`config.mk`:
```
export PLATFORM = sky130hd
export DESIGN_NAME = tis_system_nios2_qsys_0_oci_trace_capture
export DESIGN_NICKNAME = d
export VERILOG_FILES = /design/src/rtl/tis_oci_trace_pkg.sv /design/src/rtl/tis_system_nios2_qsys_0_oci_trace_ram.sv /design/src/rtl/tis_system_nios2_qsys_0_oci_trace_capture.sv
export SDC_FILE = /design/constraint.sdc
export NUM_CORES = 1
export LEC_CHECK = 0
export ABC_AREA = 1
export BUFFER_PORTS_ARGS = -buffer_cell sky130_fd_sc_hd__buf_2
export CAP_MARGIN = 20
export CORE_MARGIN = 2
export CORE_UTILIZATION = 50
export DETAILED_ROUTE_END_ITERATION = 8
export GPL_TIMING_DRIVEN = 0
export PLACE_DENSITY = 0.62
export SYNTH_ARGS = -nofsm -noshare
export SYNTH_HDL_FRONTEND = slang
export SYNTH_HIERARCHICAL = 1
export SYNTH_SLANG_ARGS = --single-unit
```
`constraint.sdc`:
```
create_clock -name clk -period 4.8 [get_ports clk]
set_clock_uncertainty 0.05 [all_clocks]
set_input_delay 0.96 -clock clk [delete_from_list [all_inputs] [get_ports clk]]
set_output_delay 0.96 -clock clk [all_outputs]
set_load 0.01 [all_outputs]
```
`src/rtl/tis_oci_trace_pkg.sv`:
```
// Shared definitions for the OCI trace capture block: state encoding and entry width.
package tis_oci_trace_pkg;
  localparam logic [1:0] ST_IDLE    = 2'd0;
  localparam logic [1:0] ST_CAPTURE = 2'd1;
  localparam logic [1:0] ST_POST    = 2'd2;
  localparam logic [1:0] ST_FROZEN  = 2'd3;

  function automatic int entry_w(input int trace_w, input int count_w);
    return trace_w + count_w;
  endfunction
endpackage

```
`src/rtl/tis_system_nios2_qsys_0_oci_trace_ram.sv`:
```
// Simple dual-port trace storage: one write port, one registered read port, no reset.
module tis_system_nios2_qsys_0_oci_trace_ram #(
  parameter int DEPTH = 16,
  parameter int W     = 34
) (
  input  logic                     clk,
  input  logic                     we,
  input  logic [$clog2(DEPTH)-1:0] waddr,
  input  logic [W-1:0]             wdata,
  input  logic                     re,
  input  logic [$clog2(DEPTH)-1:0] raddr,
  output logic [W-1:0]             rdata
);
  logic [W-1:0] mem [DEPTH];

  always_ff @(posedge clk) begin
    if (we) mem[waddr] <= wdata;
    if (re) rdata <= mem[raddr];
  end
endmodule

```
`src/rtl/tis_system_nios2_qsys_0_oci_trace_capture.sv`:
```
// Circular DCT trace capture with trigger/post-trigger window and oldest-first drain.
module tis_system_nios2_qsys_0_oci_trace_capture
  import tis_oci_trace_pkg::*;
#(
  parameter int TRACE_W   = 30,
  parameter int COUNT_W   = 4,
  parameter int DEPTH     = 16,
  parameter int POST_TRIG = 4
) (
  input  logic                         clk,
  input  logic                         reset_n,
  input  logic                         arm,
  input  logic                         wrap_mode,
  input  logic                         dct_valid,
  input  logic [TRACE_W-1:0]           dct_buffer,
  input  logic [COUNT_W-1:0]           dct_count,
  input  logic                         test_ending,
  input  logic                         test_has_ended,
  input  logic                         rd_req,
  output logic                         rd_valid,
  output logic [TRACE_W+COUNT_W-1:0]   rd_data,
  output logic [$clog2(DEPTH):0]       fill_level,
  output logic                         overflow,
  output logic [1:0]                   state_o,
  output logic                         frozen
);
  localparam int AW = $clog2(DEPTH);
  localparam int FW = AW + 1;
  localparam int PW = $clog2(DEPTH + 1);
  localparam int EW = entry_w(TRACE_W, COUNT_W);

  logic [1:0]    state;
  logic [AW-1:0] wr_ptr, rd_ptr;
  logic [FW-1:0] fill;
  logic [PW-1:0] post_cnt;
  logic          wrap_q, ovf, rd_valid_q;
  logic [EW-1:0] ram_q;
  logic          wr_try, full, wr_en, rd_fire, armed;

  assign armed   = arm && (state == ST_IDLE || state == ST_FROZEN);
  assign wr_try  = dct_valid && (state == ST_CAPTURE || state == ST_POST);
  assign full    = (fill == FW'(DEPTH));
  assign wr_en   = wr_try && (!full || wrap_q);
  // arm restarts capture, so a read in the same cycle is discarded
  assign rd_fire = (state == ST_FROZEN) && rd_req && !arm && (fill != '0);

  always_ff @(posedge clk) begin
    if (!reset_n) begin
      state      <= ST_IDLE;
      wr_ptr     <= '0;
      rd_ptr     <= '0;
      fill       <= '0;
      post_cnt   <= '0;
      wrap_q     <= 1'b0;
      ovf        <= 1'b0;
      rd_valid_q <= 1'b0;
    end else begin
      rd_valid_q <= rd_fire;
      if (armed) begin
        state  <= ST_CAPTURE;
        wr_ptr <= '0;
        rd_ptr <= '0;
        fill   <= '0;
        ovf    <= 1'b0;
        wrap_q <= wrap_mode;
      end else begin
        // full + wrapping: overwrite oldest, so the read pointer follows
        if (wr_en) begin
          wr_ptr <= wr_ptr + AW'(1);
          if (full) rd_ptr <= rd_ptr + AW'(1);
          else      fill   <= fill + FW'(1);
        end
        if (wr_try && full) ovf <= 1'b1;
        if (rd_fire) begin
          rd_ptr <= rd_ptr + AW'(1);
          fill   <= fill - FW'(1);
        end
        case (state)
          ST_CAPTURE: begin
            if (test_has_ended) state <= ST_FROZEN;
            else if (test_ending) begin
              if (POST_TRIG == 0) state <= ST_FROZEN;
              else begin
                state    <= ST_POST;
                post_cnt <= PW'(POST_TRIG);
              end
            end
          end
          ST_POST: begin
            if (test_has_ended) state <= ST_FROZEN;
            else if (wr_try) begin
              post_cnt <= post_cnt - PW'(1);
              if (post_cnt == PW'(1)) state <= ST_FROZEN;
            end
          end
          default: ;
        endcase
      end
    end
  end

  tis_system_nios2_qsys_0_oci_trace_ram #(.DEPTH(DEPTH), .W(EW)) u_ram (
    .clk   (clk),
    .we    (wr_en),
    .waddr (wr_ptr),
    .wdata ({dct_count, dct_buffer}),
    .re    (rd_fire),
    .raddr (rd_ptr),
    .rdata (ram_q)
  );

  // RAM output is unreset; mask it so rd_data reads zero outside a valid pulse
  assign rd_data    = rd_valid_q ? ram_q : '0;
  assign rd_valid   = rd_valid_q;
  assign fill_level = fill;
  assign overflow   = ovf;
  assign state_o    = state;
  assign frozen     = (state == ST_FROZEN);
endmodule
```
==> flow_summary.json, run 1 <==
{
  "drive_gt1_share_pct": 11.2,
  "critPathKind": "reg -> out",
  "setup_ws_ns": 0.878,
  "avgSynthCellArea_sq_um": 10.3,
  "period_share_pct": 81.7,
  "grt_busiest_layer": "met2",
  "cp_max_fo": 10,
  "gr-usage-met2_pct": 45.6,
  "routed-via-count": 18300,
  "wl_per_cell_um": 21.7,
  "postRouteAntennaNets": 0,
  "drc": 0,
  "tightest_slew_ns": 1.18,
  "cts_root_buffer": "clkbuf_16",
  "critPathLaunchType": "flop",
  "core_area_sq_um": 51300,
  "fp.dieArea_sq_um": 53700,
  "portBuffers": 85,
  "cts_max_path_buffers": 3,
  "fin_nets": 2730,
  "final_cell_mix": "nand2_1, edfxtp_1, inv_1",
  "outcome": "finished, final reports clean",
  "grt_pass1_wl_um": 109000,
  "synth_cells": 2509,
  "fill_cells": 4326,
  "slew_headroom_pct": 21.1,
  "fp-row-count": 83,
  "wl_um": 74100,
  "grt_use_met1_pct": 38.2,
  "power_density_nw_per_um2": 386,
  "fin_cells": 3405,
  "gp_congestion": 0.829,
  "drv_slew": 0,
  "clk_pin_slew_ns": 0.06,
  "seq_area_frac_synth_pct": 68.7,
  "finalPower_mw": 11.4,
  "syn_nets": 2564,
  "hold_viol_final": 0,
  "antenna_found_initial": 1,
  "pin_count": 86,
  "syn_area_sq_um": 25900,
  "antennaDiodeCount": 0,
  "grt_remaining_overflow": 0,
  "ys_warn_count": 6,
  "clk_latency_ns": 0.63,
  "p_leak_nw": 12.8,
  "maxCapViolCount": 0,
  "period_needed_ns": 3.92,
  "postCtsResizedCells": 0,
  "hpwl_um": 46900,
  "gr-usage-met3_pct": 3.88,
  "hold_buffers": 0,
  "pre_cts_slack_ns": 1.49,
  "crit_arrival_ns": 2.91,
  "grt_pass1_vias": 17100,
  "placed_cell_area_sq_um": 27700,
  "syn_to_final_growth_pct": 14.0,
  "final_common_cell": "nand2_1",
  "dp_cells": 3292,
  "clock-sinks": 601,
  "peakVddDrop_mv": 0.297,
  "synth.distinct_cells": 30,
  "dieHeight_um": 232,
  "end_kind": "primary output",
  "viasPerCell": 5.38,
  "track_usage_pct": 27.9,
  "cts_tree": "done",
  "dr.pass1.iters": 7,
  "cp.required_ns": 3.79,
  "start_util_pct": 50.6,
  "setup_viol": 0,
  "fmax_mhz": 255,
  "drt_iter0_markers": 2197,
  "cts-buffers-inserted": 61,
  "rsz0062_at_grt": "no",
  "h-tree-depth": 2,
  "synth-seq-cells": 601,
  "die_w_um": 232,
  "postCtsSetupBuffers": 0,
  "hold_class": "reg -> reg",
  "design_area_sq_um": 29600,
  "grt_max_degree": 39
}
## cells by family after synthesis
logic type,synth area share (%)
compound gates,0.642
xor+xnor,0.203
flops,68.7
buf+inv,9.03
fa+ha+maj,0.656
simple gates,20.8
## layout make-up
cell class / instances / area (sq um) / area share, %
plain buffers: 116 / 566 / 1.91
clock buffers: 79 / 1630 / 5.49
clock inverters: 34 / 243 / 0.821
inverters: 473 / 1780 / 6.01
multi-input cells: 1319 / 5900 / 19.9
flip-flops and latches: 601 / 17800 / 60.2
well taps: 680 / 851 / 2.88
repair buffers: 103 / 801 / 2.71
## state kept, by name, indices dropped and copies added, names as in the netlist
name and count:
u_ram/mem 544, rd_ptr 4, fill_level 5, post_cnt 5
state_o 2, u_ram/rdata 34, rd_valid 1, overflow 1
wr_ptr 4, wrap_q 1
## worst paths after layout
kind	from	to	slack (ns)	cells past startpoint
max	rd_valid$_SDFF_PN0_	rd_data[0]	0.88	5
min	post_cnt[4]$_SDFFE_PN0P_	post_cnt[4]$_SDFFE_PN0P_	0.45	2
max reg2reg	state_o[0]$_SDFFE_PN0P_	u_ram/mem[12][17]$_DFFE_PP_	1.65	10
min reg2reg	post_cnt[4]$_SDFFE_PN0P_	post_cnt[4]$_SDFFE_PN0P_	0.45	2
## critical path, stage by stage (launching register included)
cell and delay, ns:
dfxtp_1 0.33, clkbuf_1 0.61, clkbuf_1 0.77, nand2_1 0.33, inv_1 0.11, buf_2 0.13
## per-stage QoR
step / util, % / hold slack, ns / TNS [ns]
final: 57.7 / 0.454 / 0
after global routing: 57.7 / 0.471 / 0
after detailed placement: 54.0 / 0.444 / 0
after floorplan: - / 0.415 / 0
after global placement: 53.0 / 0.421 / -315.18
after CTS: 57.7 / 0.456 / 0
## power by group
| group | internal, mW | switching, mW |
|---|---|---|
| sequential | 5.95 | 0.0637 |
| clock | 2.53 | 1.95 |
| combinational | 0.297 | 0.617 |
## synth_stat cells
cell type	n	area, sq um
a21oi_1	18	90.1
a21oi_2	3	26.3
buf_1	15	56.3
buf_2	65	325
buf_4	11	82.6
buf_6	1	11.3
clkbuf_1	24	90.1
clkinv_1	1	3.75
dfxtp_1	23	460
edfxtp_1	578	17400
fa_1	1	20.0
ha_1	12	150
inv_1	466	1750
inv_2	5	18.8
inv_4	1	6.26
nand2_1	787	2950
nand2_2	3	18.8
nand2_4	4	45.0
nand3_1	422	2110
nand3_2	3	30.0
nand3b_1	3	22.5
nor2_1	41	154
nor2_2	1	6.26
nor2_4	3	33.8
nor3_1	1	5.00
nor3b_1	1	7.51
o21ai_0	9	45.0
o21ai_1	1	5.00
xnor2_1	1	8.76
xor2_1	5	43.8
## layer usage
layer  routed length (um)  part of all wire (%)  vias to the layer above
li1                     -                     -                     8422
met1                29200                    39                     8797
met2                35000                    47                      937
met3                 7120                   9.6                      158
met4                 2670                   3.6                        2
met5                   14                 0.019                        -
Note: power is estimated with default switching activity, not from simulation.
==> run 2, diff against run 1 <==
Settings changed: PLACE_DENSITY 0.62 to 0.65.
Clock period 4.8 ns to 3.6 ns, I/O delays scaled along.
==> run 2 against run 1 <==
Against the previous run:
- sequential share of layout area rose by 0.11 points
- worst hold slack got worse by 0.14 ns
- total power rose by 33%
- non-clock buffer count fell by 2
- clock power rose by 33%
- wire length fell by 0.15%
- highest routed layer is now met4
==> flow_summary.json, run 2 (synthesized netlist as in run 1, its figures left out) <==
{
  "cp_slowest_stage_delay_ns": 0.67,
  "power_density_nw_per_um2": 513,
  "top_register": "u_ram/mem",
  "pre_cts_slack_ns": 0.492,
  "rsz0062_at_grt": "no",
  "placed_cell_area_sq_um": 27700,
  "peakVddDrop_mv": 0.425,
  "fill_cells": 4229,
  "outcome": "finished, final reports clean",
  "p_leak_nw": 12.7,
  "die_w_um": 232,
  "cp.required_ns": 2.83,
  "wl_per_cell_um": 21.7,
  "hold_class": "in -> reg",
  "crit_arrival_ns": 2.70,
  "h-tree-depth": 2,
  "dieHeight_um": 232,
  "drive_gt1_share_pct": 10.9,
  "fp.dieArea_sq_um": 53700,
  "grt_pass1_wl_um": 108000,
  "reg_top3": "u_ram/mem: 544 flops, u_ram/rdata: 34 flops",
  "critPathLaunchType": "flop",
  "wl_um": 73900,
  "portBuffers": 85,
  "slew_headroom_pct": 14.6,
  "maxCapViolCount": 0,
  "gp_congestion": 0.805,
  "clock-sinks": 601,
  "postRouteAntennaNets": 0,
  "hold_viol_final": 0,
  "design_area_sq_um": 29500,
  "drc": 0,
  "dr.pass1.iters": 5,
  "setup_ws_ns": 0.128,
  "syn_to_final_growth_pct": 13.8,
  "postCtsSetupBuffers": 0,
  "grt_pass1_vias": 17600,
  "largest_register_ffs": 544,
  "cp_max_fo": 10,
  "drv_slew": 0,
  "min_path_cells": 3,
  "grt_max_degree": 39,
  "crit_path_top_delay_cell": "clkbuf_1",
  "pin_count": 86,
  "grt_remaining_overflow": 0,
  "crit_top_cell": "clkbuf_1",
  "cts_tree": "done",
  "hold_buffers": 0,
  "clk_latency_ns": 0.63,
  "postCtsResizedCells": 1,
  "period_share_pct": 96.5,
  "cts-buffers-inserted": 60,
  "antenna_found_initial": 1,
  "critPathKind": "reg -> out",
  "regToRegSetupSlack_ns": 0.46,
  "cts_root_buffer": "clkbuf_16",
  "core_area_sq_um": 51300,
  "fin_nets": 2727,
  "r2r_cells": 10,
  "end_kind": "primary output",
  "path_cells": "clkbuf_1 > clkbuf_1 > nand2_1 > inv_1 > buf_2",
  "setup_viol": 0,
  "track_usage_pct": 27.7,
  "cts_max_path_buffers": 3,
  "antennaDiodeCount": 0,
  "routed-via-count": 18500,
  "fmax_mhz": 288,
  "final_common_cell": "nand2_1",
  "tns_ns": 0,
  "fp-row-count": 83,
  "final_cell_mix": "nand2_1, edfxtp_1, inv_1",
  "viasPerCell": 5.43,
  "clk_pin_slew_ns": 0.06,
  "finish.utilization_pct": 57.6,
  "tightest_slew_ns": 1.28,
  "start_util_pct": 50.6,
  "period_needed_ns": 3.47,
  "hpwl_um": 46400,
  "drt_iter0_markers": 1821
}
## run 2: metrics by stage
| stage | cells | power (mW) | hold slack [ns] |
|---|---|---|---|
| final | 3401 | 15.2 | 0.319 |
| after global routing | 3401 | 15.6 | 0.332 |
| after detailed placement | 3290 | 9.33 | 0.428 |
| after floorplan | 2509 | 8.86 | 0.415 |
| after global placement | 3274 | 9.23 | 0.420 |
| after CTS | 3401 | 15.2 | 0.291 |
## run 2: worst max-delay path, delay by kind of cell, from the launching register on
kind | cells | cell delay (ns)
buffers and inverters | 4 | 1.52
DFF | 1 | 0.33
and+or+nand+nor | 1 | 0.23
## run 2: final timing paths
| path | startpoint | to |
|---|---|---|
| hold / removal | wrap_mode | wrap_q$_SDFFE_PN0P_ |
| setup reg to reg | state_o[0]$_SDFFE_PN0P_ | u_ram/mem[9][10]$_DFFE_PP_ |
| setup / recovery | rd_valid$_SDFF_PN0_ | rd_data[26] |
| hold reg to reg | overflow$_SDFFE_PP0P_ | overflow$_SDFFE_PP0P_ |
## run 2: area by class of cell
class / instances / area, sq um / share of cell area (%)
sequential: 601 / 17800 / 60.3
timing repair buffer: 101 / 761 / 2.58
clock inverter: 28 / 245 / 0.831
clock buffer: 83 / 1610 / 5.45
multi-input combinational: 1319 / 5900 / 20.0
inverter: 473 / 1780 / 6.02
buffer: 116 / 567 / 1.92
tap: 680 / 851 / 2.88
## run 2: routing by layer
layer	global-route usage (%)	wire length [um]
met2	46.0	35400
met1	35.7	28300
met5	0	0
met4	12.6	3320
met3	4.69	6940
## run 2: power by group
group	switching [mW]	leakage, nW	internal, mW
logic	0.822	6.44	0.357
clock network	2.57	0.907	3.39
registers	0.0883	5.39	7.93
total	3.48	12.7	11.7
